--- config.mk ---
export PLATFORM = sky130hd
export DESIGN_NAME = status_state_gen
export DESIGN_NICKNAME = d
export VERILOG_FILES = /design/src/rtl/status_state_gen.sv
export SDC_FILE = /design/constraint.sdc
export NUM_CORES = 1
export LEC_CHECK = 0
export CORE_MARGIN = 2
export CORE_UTILIZATION = 45
export CTS_BUF_LIST = sky130_fd_sc_hd__clkbuf_8 sky130_fd_sc_hd__clkbuf_16
export DETAILED_ROUTE_END_ITERATION = 10
export PLACE_DENSITY = 0.67
export REMOVE_ABC_BUFFERS = 1
export SETUP_SLACK_MARGIN = 0.05
export SYNTH_ARGS = -nofsm -noshare
export SYNTH_HDL_FRONTEND = slang
export SYNTH_SLANG_ARGS = --single-unit
--- constraint.sdc ---
create_clock -name Clk -period 7.35 [get_ports Clk]
set_clock_uncertainty 0.05 [all_clocks]
set_input_delay 1.47 -clock Clk [delete_from_list [all_inputs] [get_ports Clk]]
set_output_delay 1.47 -clock Clk [all_outputs]
set_load 0.02 [all_outputs]
--- src/rtl/status_state_gen.sv ---
// Priority-encoded LED status generator: turns event pulses and the actuator
// busy level into a stable 2-bit status, stretched by tick-based hold timers.
//
// state    | meaning
// ---------+---------------------------------------------
// ST_IDLE  | nothing to report
// ST_LINK  | UART byte or command seen within LINK_TIMEOUT
// ST_BUSY  | actuator busy, or within BUSY_HOLD after it
// ST_FAULT | command error within FAULT_HOLD, not cleared
module status_state_gen #(
    parameter logic [15:0] TICK_DIV     = 16'd50000,
    parameter logic [11:0] LINK_TIMEOUT = 12'd2000,
    parameter logic [11:0] BUSY_HOLD    = 12'd200,
    parameter logic [11:0] FAULT_HOLD   = 12'd3000
) (
    input  logic       Clk,
    input  logic       Rst,
    input  logic       rx_activity,
    input  logic       cmd_ok,
    input  logic       cmd_err,
    input  logic       sw_busy,
    input  logic       clr_fault,
    output logic [1:0] state,
    output logic [7:0] fault_cnt,
    output logic       state_chg
);

    typedef enum logic [1:0] {
        ST_IDLE  = 2'd0,
        ST_LINK  = 2'd1,
        ST_BUSY  = 2'd2,
        ST_FAULT = 2'd3
    } state_t;

    localparam logic [15:0] PRESC_LAST = 16'(TICK_DIV - 16'd1);

    logic [15:0] prescaler;
    logic        tick;
    logic [11:0] link_tmr, link_tmr_nxt;
    logic [11:0] busy_tmr, busy_tmr_nxt;
    logic [11:0] fault_tmr, fault_tmr_nxt;
    logic [7:0]  fault_cnt_nxt;
    state_t      state_q, state_nxt;

    assign tick = (prescaler == PRESC_LAST);

    always_ff @(posedge Clk or posedge Rst) begin
        if (Rst) begin
            prescaler <= 16'd0;
        end else if (tick) begin
            prescaler <= 16'd0;
        end else begin
            prescaler <= prescaler + 16'd1;
        end
    end

    // Load always beats the tick decrement, so a retrigger never loses a count.
    always_comb begin
        link_tmr_nxt = link_tmr;
        if (rx_activity || cmd_ok || cmd_err) begin
            link_tmr_nxt = LINK_TIMEOUT;
        end else if (tick && (link_tmr != 12'd0)) begin
            link_tmr_nxt = link_tmr - 12'd1;
        end
    end

    always_comb begin
        busy_tmr_nxt = busy_tmr;
        if (sw_busy) begin
            busy_tmr_nxt = BUSY_HOLD;
        end else if (tick && (busy_tmr != 12'd0)) begin
            busy_tmr_nxt = busy_tmr - 12'd1;
        end
    end

    always_comb begin
        fault_tmr_nxt = fault_tmr;
        if (cmd_err) begin
            fault_tmr_nxt = FAULT_HOLD;
        end else if (clr_fault) begin
            fault_tmr_nxt = 12'd0;
        end else if (tick && (fault_tmr != 12'd0)) begin
            fault_tmr_nxt = fault_tmr - 12'd1;
        end
    end

    // A simultaneous error and clear leaves exactly the new error counted.
    always_comb begin
        fault_cnt_nxt = fault_cnt;
        if (cmd_err && clr_fault) begin
            fault_cnt_nxt = 8'd1;
        end else if (cmd_err) begin
            if (fault_cnt != 8'hFF) begin
                fault_cnt_nxt = fault_cnt + 8'd1;
            end
        end else if (clr_fault) begin
            fault_cnt_nxt = 8'd0;
        end
    end

    always_ff @(posedge Clk or posedge Rst) begin
        if (Rst) begin
            link_tmr  <= 12'd0;
            busy_tmr  <= 12'd0;
            fault_tmr <= 12'd0;
            fault_cnt <= 8'd0;
        end else begin
            link_tmr  <= link_tmr_nxt;
            busy_tmr  <= busy_tmr_nxt;
            fault_tmr <= fault_tmr_nxt;
            fault_cnt <= fault_cnt_nxt;
        end
    end

    // Next state looks at next-cycle timer values so events show with one cycle of latency.
    always_comb begin
        state_nxt = ST_IDLE;
        if (fault_tmr_nxt != 12'd0) begin
            state_nxt = ST_FAULT;
        end else if (sw_busy || (busy_tmr_nxt != 12'd0)) begin
            state_nxt = ST_BUSY;
        end else if (link_tmr_nxt != 12'd0) begin
            state_nxt = ST_LINK;
        end
    end

    always_ff @(posedge Clk or posedge Rst) begin
        if (Rst) begin
            state_q   <= ST_IDLE;
            state_chg <= 1'b0;
        end else begin
            state_q   <= state_nxt;
            state_chg <= (state_nxt != state_q);
        end
    end

    assign state = state_q;

endmodule

==> results of run 1 <==
-- through the flow --
step	hold WS (ps)	setup WS (ps)	instance area, um2
detailed placement	401	3310	3980
floorplan	375	4260	3670
global route	420	3440	4200
CTS	411	3660	4200
finish	412	3630	4200
global placement	397	3420	3980
-- flip-flops by register name, summed over array words and instances (netlist names) --
name       count
link_tmr      12
fault_tmr     12
prescaler     16
fault_cnt      8
state_chg      1
busy_tmr      12
state          2
-- kinds of logic (layout without fill, tap and decap cells) --
group	Yosys count	in the layout	synth area share
and+or+nand+nor	192	192	0.305
adders and majority gates	7	7	0.0234
xor gates and xnor gates	36	36	0.0843
AOI/OAI and AO/OA	50	50	0.110
DFF	63	63	0.422
buffers and inverters	32	52	0.0358
muxes	6	6	0.0194
-- worst paths after layout --
check	start	end	slack, ps
worst max-delay path	cmd_err	state_chg$_DFF_PP0_	3630
min in group asynchronous	Rst	prescaler[6]$_DFF_PP0_	1600
worst min-delay path	prescaler[0]$_DFF_PP0_	prescaler[0]$_DFF_PP0_	410
worst max register to register	prescaler[0]$_DFF_PP0_	state_chg$_DFF_PP0_	3760
max in group asynchronous	Rst	fault_tmr[1]$_DFF_PP0_	5110
worst min register to register	prescaler[0]$_DFF_PP0_	prescaler[0]$_DFF_PP0_	410
-- power groups by stage --
stage / clock network (mW) / registers [mW] / logic, mW
after global routing: 0.359 / 0.357 / 0.0449
final: 0.336 / 0.356 / 0.0399
after CTS: 0.345 / 0.356 / 0.0407
after detailed placement: 0 / 0.363 / 0.0406
after floorplan: 0 / 0.364 / 0.0222
after global placement: 0 / 0.363 / 0.0401
-- metal layers --
metal  vias to the layer above  global-route usage  share of wire
met5                         -                   0              0
met4                         0              0.0821          0.017
met3                        10              0.0332          0.034
met2                        59               0.278           0.45
met1                      1448               0.259           0.50
li1                       1421                   -              -
-- cells in the mapped netlist (5+ instances only) --
cell type	n
xnor2_1	15
nand2_1	22
a31oi_1	5
xor2_1	21
and3_1	7
or2_2	6
nand4_1	7
o21ai_0	6
nor2b_1	5
nor2_1	51
inv_1	18
or4_1	8
nand2b_1	5
nor3_1	16
a211oi_1	5
dfrtp_1	63
clkbuf_1	8
buf_2	5
ha_1	7
or3_1	8
nand3_1	16
a21oi_1	8
o31ai_1	5
-- worst max-delay path: cells and delay by family --
kind                   cells  cell delay, ps
AND/OR/NAND/NOR            4             730
AO/OA/AOI/OAI              4            1040
buffers and inverters      1             690
-- cell type report --
type	count	area, um2
tap	105	131
timing repair buffer	18	178
sequential	63	1580
inverter	18	67.6
clock inverter	7	97.6
multi-input combinational	291	2030
clock buffer	9	124
fill	736	3930
==> impl_metrics.json, run 1 <==
{
  "internal-power_uw": 557,
  "drive_gt1_frac": 0.126,
  "ys_warn_count": 0,
  "postSynthAreaPerCell_um2": 9.69,
  "power_leakage_nw": 1.63,
  "grt_first_pass_wirelength_mm": 13.1,
  "synthFlopType": "dfrtp_1",
  "grt_pass1_vias": 2793,
  "path_common_cell": "a2111o_1",
  "ios": 18,
  "syn_inst": 386,
  "viasPerCell": 5.75,
  "grt-ovfl-total": 0,
  "syn_to_final_growth_pct": 12.4,
  "cts.reportedPaths.clkPinSlew_ps": 70,
  "yosysSeqAreaShare": 0.422,
  "dr_total_vias": 2938,
  "setup_violations": 0,
  "synth_cell_types": 69,
  "dieArea_mm2": 0.00906,
  "layout_common_cells": "dfrtp_1, nor2_1, nand2_1, xor2_1",
  "net-switching-power_uw": 175,
  "portBuffers": 17,
  "dr.pass1.iters": 4,
  "clkPwrFrac": 0.459,
  "timing.final.hold_violations": 0,
  "layout_commonest_cell": "dfrtp_1",
  "insertion_delay_ps": 350,
  "synthTopCellsByArea": "dfrtp_1, nor2_1, xor2_1",
  "peakVddDrop_v": 0.0000912,
  "dpl.hpwl_mm": 5.43,
  "clock_path_buffers": 2,
  "critPathCaptureType": "flip-flop",
  "rr_worst_depth": 9,
  "finalSetupTns_ps": 0,
  "root_buffer": "clkbuf_8",
  "diodes": 0,
  "start_util": 0.460,
  "slowest_delay_ps": 690,
  "min_path_cells": 1,
  "synth_seq_cells": 63,
  "final_util": 0.517,
  "drv_cap": 0,
  "row_count": 33,
  "fmax_mhz": 269,
  "die_h_um": 95.2,
  "finalNonFillerCells": 511,
  "status": "finished clean",
  "fp.coreArea_mm2": 0.00813,
  "maxSlewViolCount": 0,
  "synth_edf_count": 0,
  "cp-start-kind": "primary input",
  "post_cts_resize_count": 0,
  "tritoncts": "done",
  "path_class": "primary input to flip-flop",
  "period_minus_slack_ps": 3720,
  "p_total_uw": 732,
  "wirelength_mm": 7.87,
  "grt_max_degree": 64,
  "worstMarginPinSlew_ps": 949,
  "worstPathCellList": "clkdlybuf4s50_1 -> nor3_1 -> a2111o_1 -> a2111o_1 -> o31ai_1 -> nand4_1 -> and3b_1 -> o211a_1 -> nor3_2",
  "crit_arrival_ps": 3930,
  "syn_area_mm2": 0.00374,
  "cp.required_ps": 7560,
  "wl_per_cell_um": 15.4,
  "drc": 0,
  "nNetsFinal": 415,
  "min_path_type": "flip-flop to flip-flop",
  "dp.cells": 495,
  "die_w_um": 95.2,
  "async_flop_share": 1.00,
  "antenna_found_initial": 0,
  "post_cts_buffers": 0,
  "max-slew-margin-rel": 0.361,
  "finalCritPeriodShare": 0.506,
  "rsz0062_at_grt": "no",
  "combPwrFrac": 0.054,
  "p_per_area_mw_per_mm2": 174,
  "slowest_stage": "clkdlybuf4s50_1",
  "seqPwrFrac": 0.487,
  "p_sw_frac": 0.239,
  "numCtsBuffers": 9,
  "detail-route-antenna-nets": 0,
  "drt_iter0_markers": 154,
  "grtUsageTotal": 0.185,
  "finalWeightedCongestion": 0.868,
  "hold_buffers": 0,
  "synth.top_cell.area_share": 0.422,
  "cts.sink_count": 63,
  "yosys.area.top_type": "dfrtp_1",
  "htreeDepth": 3,
  "worstPathMaxFanout": 9
}
No activity file was read; power rests on OpenSTA's default activity.
==> run 2, diff against run 1 <==
- clock period: 7.35 -> 3.43 ns (I/O delays scaled with it)
==> impl_metrics.json, run 2 (same netlist as run 1, synthesis figures left out) <==
{
  "dpl.hpwl_mm": 5.74,
  "dieArea_mm2": 0.00906,
  "grt-ovfl-total": 0,
  "met1_length_mm": 3.63,
  "drive_gt1_frac": 0.151,
  "hold_buffers": 0,
  "post_cts_buffers": 0,
  "worstPathMaxFanout": 8,
  "finalCritPeriodShare": 0.887,
  "drc": 0,
  "pre_cts_slack_ps": 332,
  "grt_max_degree": 31,
  "post_cts_resize_count": 0,
  "setup_violations": 0,
  "peakVddDrop_v": 0.000225,
  "insertion_delay_ps": 350,
  "dr_total_vias": 2935,
  "grtUsageTotal": 0.183,
  "drv_cap": 0,
  "dp.cells": 507,
  "finalNonFillerCells": 523,
  "path_class": "flip-flop to flip-flop",
  "row_count": 33,
  "reg2reg_from": "prescaler[0]$_DFF_PP0_",
  "viasPerCell": 5.61,
  "detail-route-antenna-nets": 0,
  "rsz0062_at_grt": "no",
  "layout_commonest_cell": "dfrtp_1",
  "grt_first_pass_wirelength_mm": 13.0,
  "fp.coreArea_mm2": 0.00813,
  "wl_per_cell_um": 14.7,
  "slowest_delay_ps": 370,
  "worstPathCellList": "ha_1 -> and3_1 -> nand4_1 -> buf_4 -> nor3_1 -> mux2_4 -> nor4_2 -> and4_4 -> nor4bb_4 -> nor3_2",
  "path_buf_inv": 1,
  "die_h_um": 95.2,
  "clock_path_buffers": 2,
  "tritoncts": "done",
  "wirelength_mm": 7.70,
  "timing.final.hold_violations": 0,
  "start_util": 0.460,
  "top_layer_used": "met4",
  "layout_common_cells": "dfrtp_1, nor2_1, nand2_1, xor2_1",
  "grt_pass1_vias": 2781,
  "drt_iter0_markers": 172,
  "antenna_found_initial": 0,
  "nNetsFinal": 427,
  "crit_start": "prescaler[0]$_DFF_PP0_",
  "cp-start-kind": "flip-flop",
  "power_leakage_nw": 1.71,
  "cts.reportedPaths.clkPinSlew_ps": 80,
  "worstMarginPinSlew_ps": 686,
  "finalSetupTns_ps": 0,
  "finalWeightedCongestion": 0.888,
  "wl_met2_mm": 3.72,
  "diodes": 0,
  "fmax_mhz": 329,
  "crit_family": "simple AND/OR/NAND/NOR gates",
  "syn_to_final_growth_pct": 15.6,
  "ios": 18,
  "cp.required_ps": 3610,
  "min_path_type": "flip-flop to flip-flop",
  "htreeDepth": 3,
  "layout_setup_ws_ps": 388,
  "numCtsBuffers": 9,
  "dr.pass1.iters": 4,
  "maxSlewViolCount": 0,
  "wl_met3_um": 276,
  "root_buffer": "clkbuf_8",
  "slowest_stage": "dfrtp_1",
  "crit_arrival_ps": 3220,
  "portBuffers": 17,
  "largest_reg_flops": 16,
  "die_w_um": 95.2,
  "cts.sink_count": 63,
  "critPathCaptureType": "flip-flop",
  "p_per_area_mw_per_mm2": 386,
  "status": "finished clean",
  "period_minus_slack_ps": 3040,
  "top_register": "prescaler",
  "max-slew-margin-rel": 0.540,
  "worstHoldStart": "prescaler[0]$_DFF_PP0_",
  "final_util": 0.532
}
[run 2: final timing paths]
check | end | slack (ps) | cells past startpoint
hold / removal | prescaler[0]$_DFF_PP0_ | 410 | 1
setup reg to reg | state_chg$_DFF_PP0_ | 390 | 10
setup / recovery | state_chg$_DFF_PP0_ | 390 | 10
hold reg to reg | prescaler[0]$_DFF_PP0_ | 410 | 1
min in group asynchronous | prescaler[2]$_DFF_PP0_ | 680 | 2
max in group asynchronous | busy_tmr[11]$_DFF_PP0_ | 1950 | 3
[run 2: cell type report]
class	instances	area, um2
clock buffer	9	124
clock inverter	7	128
fill	715	3810
inverter	18	67.6
multi-input combinational	291	2030
sequential	63	1580
tap	105	131
timing repair buffer	30	268
[run 2: power breakdown]
group          total, mW  switching [mW]  internal [mW]
logic             0.0905          0.0540         0.0364
registers          0.764          0.0123          0.751
clock network      0.815           0.321          0.494
[run 2: metal layers]
layer | vias up | track usage
li1 | 1451 | -
met1 | 1428 | 0.248
met2 | 50 | 0.286
met3 | 6 | 0.0356
met4 | 0 | 0.0785
met5 | - | 0
[run 2: per-stage QoR]
step | instance area, um2 | hold WS, ps | power [mW]
global route | 4320 | 440 | 1.73
global placement | 4070 | 389 | 0.868
finish | 4320 | 405 | 1.67
floorplan | 3670 | 375 | 0.827
detailed placement | 4070 | 398 | 0.869
CTS | 4320 | 408 | 1.69
==> patch 1: new RTL, settings of run 2 <==
Reset style: synchronous (`Rst`), changed in 3 clocked blocks.
--- a/src/rtl/status_state_gen.sv
+++ b/src/rtl/status_state_gen.sv
@@ -45,5 +45,5 @@
     assign tick = (prescaler == PRESC_LAST);
 
-    always_ff @(posedge Clk or posedge Rst) begin
+    always_ff @(posedge Clk) begin
         if (Rst) begin
             prescaler <= 16'd0;
@@ -99,5 +99,5 @@
     end
 
-    always_ff @(posedge Clk or posedge Rst) begin
+    always_ff @(posedge Clk) begin
         if (Rst) begin
             link_tmr  <= 12'd0;
@@ -125,5 +125,5 @@
     end
 
-    always_ff @(posedge Clk or posedge Rst) begin
+    always_ff @(posedge Clk) begin
         if (Rst) begin
             state_q   <= ST_IDLE;
Behaviour: differs if Rst is asserted again (counterexample within 4 cycles, from zero or initial values and one cycle with Rst high); with Rst held inactive, the same outputs for 10 cycles.
==> patch 1 against run 2 <==
Combinational power is 38% higher; global-route usage down 0.45 points; worst setup slack worse by 5.3 ps; clock power down 20%; cell area shrank 11%; largest cell class unchanged; routed wire length down 10%; area after synthesis shrank 9.4%; highest routed layer unchanged; total power is 7.3% lower; sequential cell count did not move.
==> patch 1: results (changes against run 2) <==
IO buf count=17 (unchanged); clk_lat worst skew=340 ps; maximum number of pins on one net before global-route repair=22 (-29%); cell family with most CP delay=simple AND/OR/NAND/NOR gates; top post-synthesis cells by area=dfxtp_1 (37%), nor2_1 (9.9%), xnor2_1 (6.5%), xor2_1 (6.5%), a21oi_1 (3.0%); Adder-Cell Fraction of Synth Area=2.95% (+0.61 points); Post-Synth XOR/XNOR Area=12.9% (+4.5 points); Leak=1.41 nW (-18%); Max FO, Critical Path=6 (-2); WHS Path Cells=1 (unchanged); status=finished, final reports clean; worst hold start=prescaler[0]$_SDFF_PP0_; layout cells sized above 1=8.22% (-6.9 points); synth unique cells=53 (-23%); first-pass GRT wire length=12000 um (-7.7%); DP HPWL=5080 um (-11%); Nets=449 (+5.2%); RePlAce Congestion=0.864 (-2.7%); postcts setup bufs=0 (unchanged); worst path arrival time=3230 ps (about the same); critical path's slowest cell=or4_1; worst vdd ir=201 uV (-11%); CTS HTree Levels=3 (unchanged); DR vias=2832 (-3.5%); Crit Reg-Reg Startpoint=fault_tmr[0]$_SDFF_PP0_; synth cell count leaders=nor2_1 (89), dfxtp_1 (63), xnor2_1 (25), xor2_1 (25), nand2_1 (23); Compound-Gate Fraction of Synth Area=9.12% (-1.9 points); Reg2Reg Capture Point=state_chg$_SDFF_PP0_; Seq/Total Area, Yosys=37.2% (-4.9 points); max incr delay on CP=590 ps (+220 ps); Num CTS Buffers=9 (unchanged); Hold EP=prescaler[0]$_SDFF_PP0_; DRT iter0 DRCs=97 (-44%); Max transition margin=64.2% (+10 points); clk root buf=clkbuf_8; Post-synth top flop=dfxtp_1; Total GRT Usage=17.9% (-0.45 points); number of global-route vias before repair=2678 (-3.7%); max reg flops=16 (unchanged); DR WL/cell=12.9 um (-12%); post-synthesis mux area share=0% (-1.9 points); post-synthesis async set-or-reset flop share=0% (-100 points)
==> patch 1: layer usage <==
layer | wire length [um] | vias up | global-route usage [%]
met5 | 0 | - | 0
met4 | 116 | 0 | 8.46
met3 | 309 | 12 | 4.26
met2 | 3150 | 57 | 27.7
met1 | 3350 | 1284 | 23.5
li1 | - | 1479 | -
==> patch 1: power by group <==
group	internal, mW	switching, mW	total (mW)
registers	0.751	0.0220	0.773
clock network	0.367	0.281	0.648
logic	0.0565	0.0690	0.125
==> patch 1: worst max path at each step <==
stage / from / end / slack [ps]
finish: fault_tmr[0]$_SDFF_PP0_ / state_chg$_SDFF_PP0_ / 380
global route: fault_tmr[0]$_SDFF_PP0_ / state_chg$_SDFF_PP0_ / 200
CTS: prescaler[0]$_SDFF_PP0_ / state_chg$_SDFF_PP0_ / 370
detailed placement: prescaler[0]$_SDFF_PP0_ / state_chg$_SDFF_PP0_ / 370
global placement: fault_tmr[0]$_SDFF_PP0_ / state_chg$_SDFF_PP0_ / 450
floorplan: prescaler[0]$_SDFF_PP0_ / state_chg$_SDFF_PP0_ / 490
==> patch 1: through the flow <==
stage               power, mW  instances  worst slack (ps)  cell area, um^2  hold WS [ps]
global route             1.62        537               198             3860           430
detailed placement      0.914        522               372             3660           396
global placement        0.912        522               449             3660           382
finish                   1.55        537               383             3860           401
floorplan               0.868        400               495             3320           368
CTS                      1.56        537               369             3860           411
==> patch 1: final cells by class <==
type | count | area, um^2
Clock buffer | 11 | 151
Sequential cell | 63 | 1260
Multi-Input combinational cell | 324 | 2010
Timing Repair Buffer | 23 | 215
Clock inverter | 4 | 45.0
Tap cell | 99 | 124
Fill cell | 733 | 3440
Inverter | 13 | 48.8
==> patch 2: new RTL, config.mk and constraints of run 2 <==
Without the edit above. Change the parameter `BUSY_HOLD` from 12'd200 to 12'd150.
--- a/src/rtl/status_state_gen.sv
+++ b/src/rtl/status_state_gen.sv
@@ -11,5 +11,5 @@
     parameter logic [15:0] TICK_DIV     = 16'd50000,
     parameter logic [11:0] LINK_TIMEOUT = 12'd2000,
-    parameter logic [11:0] BUSY_HOLD    = 12'd200,
+    parameter logic [11:0] BUSY_HOLD    = 12'd150,
     parameter logic [11:0] FAULT_HOLD   = 12'd3000
 ) (
Function: same outputs for any inputs over 10 cycles, from zero or initial values and one cycle with Rst high; that may be too few to reach the edited logic, so the function may still have changed.
==> patch 2 against run 2 <==
Cell area decreased by 3.6%; largest cell class unchanged; sequential cell count unchanged; area after synthesis decreased by 3.8%; non-clock buffer count decreased by 2; worst setup slack got worse by 38 ps; routed wire length increased by 0.44%; total power decreased by 4.3%; critical path type unchanged.
==> patch 2: results (changes against run 2) <==
status=finished, final reports clean; clk_lat worst skew=350 ps (about the same); initial antenna violation count=0 (unchanged); synth cell count leaders=dfrtp_1 (63), nor2_1 (50), nand2_1 (21), xor2_1 (21), a21oi_1 (19); synth unique cells=49 (-29%); Leak=1.62 nW (-5.4%); Post-Synthesis Cells=388 (+0.52%); cell total after placement=503 (-0.79%); max reg flops=16 (unchanged); Num CTS Buffers=9 (unchanged); DRT iter0 DRCs=148 (-14%); Pre-antenna DRT Iters=4 (unchanged); Hold EP=prescaler[0]$_DFF_PP0_; top post-synthesis cells by area=dfrtp_1 (44%), nor2_1 (5.2%), xor2_1 (5.1%), xnor2_1 (3.2%), a21oi_1 (2.6%); DP Worst Slack=214 ps (-117 ps); Worst-path clk slew=60 ps (-20 ps); number of global-route vias before repair=2806 (+0.90%); Final Non-Filler Cells=519 (-0.76%); P_comb=0.0827 mW (-8.6%); Slew @ Worst Pin=852 ps (+165 ps); layout cells sized above 1=10.8% (-4.3 points); Top reg by flops=prescaler; RePlAce Congestion=0.826 (-6.9%); DP HPWL=5370 um (-6.5%); Yosys warnings=0 (unchanged); CP Launch Point=busy_tmr[0]$_DFF_PP0_; P_int=1.25 mW (-2.6%); flop-to-flop setup slack=350 ps (-40 ps); worst vdd ir=186 uV (-17%); DR vias=2926 (-0.31%); Seq power=0.762 mW (about the same); Reg2Reg Capture Point=state_chg$_DFF_PP0_; final hold vios=0 (unchanged); clk root buf=clkbuf_8; post-cts resize count=0 (unchanged); IO buf count=17 (unchanged); first-pass GRT wire length=13400 um (+3.1%); Total Wirelength=7730 um (+0.44%); Logic pwr share=5.2% (-0.2 points); Worst R2R Path Depth=10 (unchanged); critical path's slowest cell=or3b_2; post-synthesis async set-or-reset flop share=100% (unchanged); Total GRT Usage=19.4% (+1.1 points); worst hold start=prescaler[0]$_DFF_PP0_; worst path arrival time=3250 ps (+30 ps); ANT cells=0 (unchanged); WHS Path Cells=1 (unchanged); cell family with most CP delay=simple AND/OR/NAND/NOR gates; Seq/Total Area, Yosys=43.8% (+1.7 points); CTS HTree Levels=3 (unchanged); maximum number of pins on one net before global-route repair=53 (+71%); Hold Crit Class=register to register; Nets=427 (unchanged); Max FO, Critical Path=5 (-3); postcts setup bufs=0 (unchanged); max incr delay on CP=490 ps (+120 ps); Post-synth top flop=dfrtp_1; worst-case clock buffer depth=2 (unchanged)
[patch 2: stage by stage]
| step | hold WS [ps] | instance area (um^2) |
|---|---|---|
| finish | 416 | 4170 |
| global route | 453 | 4170 |
| CTS | 421 | 4160 |
| detailed placement | 411 | 3930 |
| global placement | 396 | 3930 |
| floorplan | 375 | 3540 |
[patch 2: layer usage]
metal / wire [um] / global-route usage, % / part of all wire [%]
met5: 0 / 0 / 0
met4: 96 / 8.58 / 1.2
met3: 222 / 2.82 / 2.9
met2: 3590 / 29.3 / 46
met1: 3820 / 27.6 / 49
[patch 2: layout make-up]
| class | instances | area [um^2] |
|---|---|---|
| Timing Repair Buffer | 28 | 265 |
| Clock inverter | 3 | 65.1 |
| Fill cell | 694 | 3560 |
| Clock buffer | 12 | 165 |
| Multi-Input combinational cell | 300 | 1930 |
| Tap cell | 102 | 128 |
| Sequential cell | 63 | 1580 |
| Inverter | 11 | 41.3 |
[patch 2: cells by family (layout without fill, tap and decap cells)]
family | after synthesis | after routing | synth area share [%]
fa+ha+maj | 7 | 7 | 2.43
buf+inv | 25 | 54 | 2.61
mux | 3 | 3 | 0.835
compound gates | 60 | 60 | 10.4
xor+xnor | 34 | 34 | 8.28
simple gates | 196 | 196 | 31.6
flops | 63 | 63 | 43.8
[patch 2: worst max path at each step]
stage               slack, ps                  end  cells past startpoint
finish                    350  state_chg$_DFF_PP0_                     10
global route               70  state_chg$_DFF_PP0_                     10
CTS                       210  state_chg$_DFF_PP0_                     10
detailed placement        210  state_chg$_DFF_PP0_                      7
global placement          190  state_chg$_DFF_PP0_                      7
floorplan                 280  state_chg$_DFF_PP0_                      8
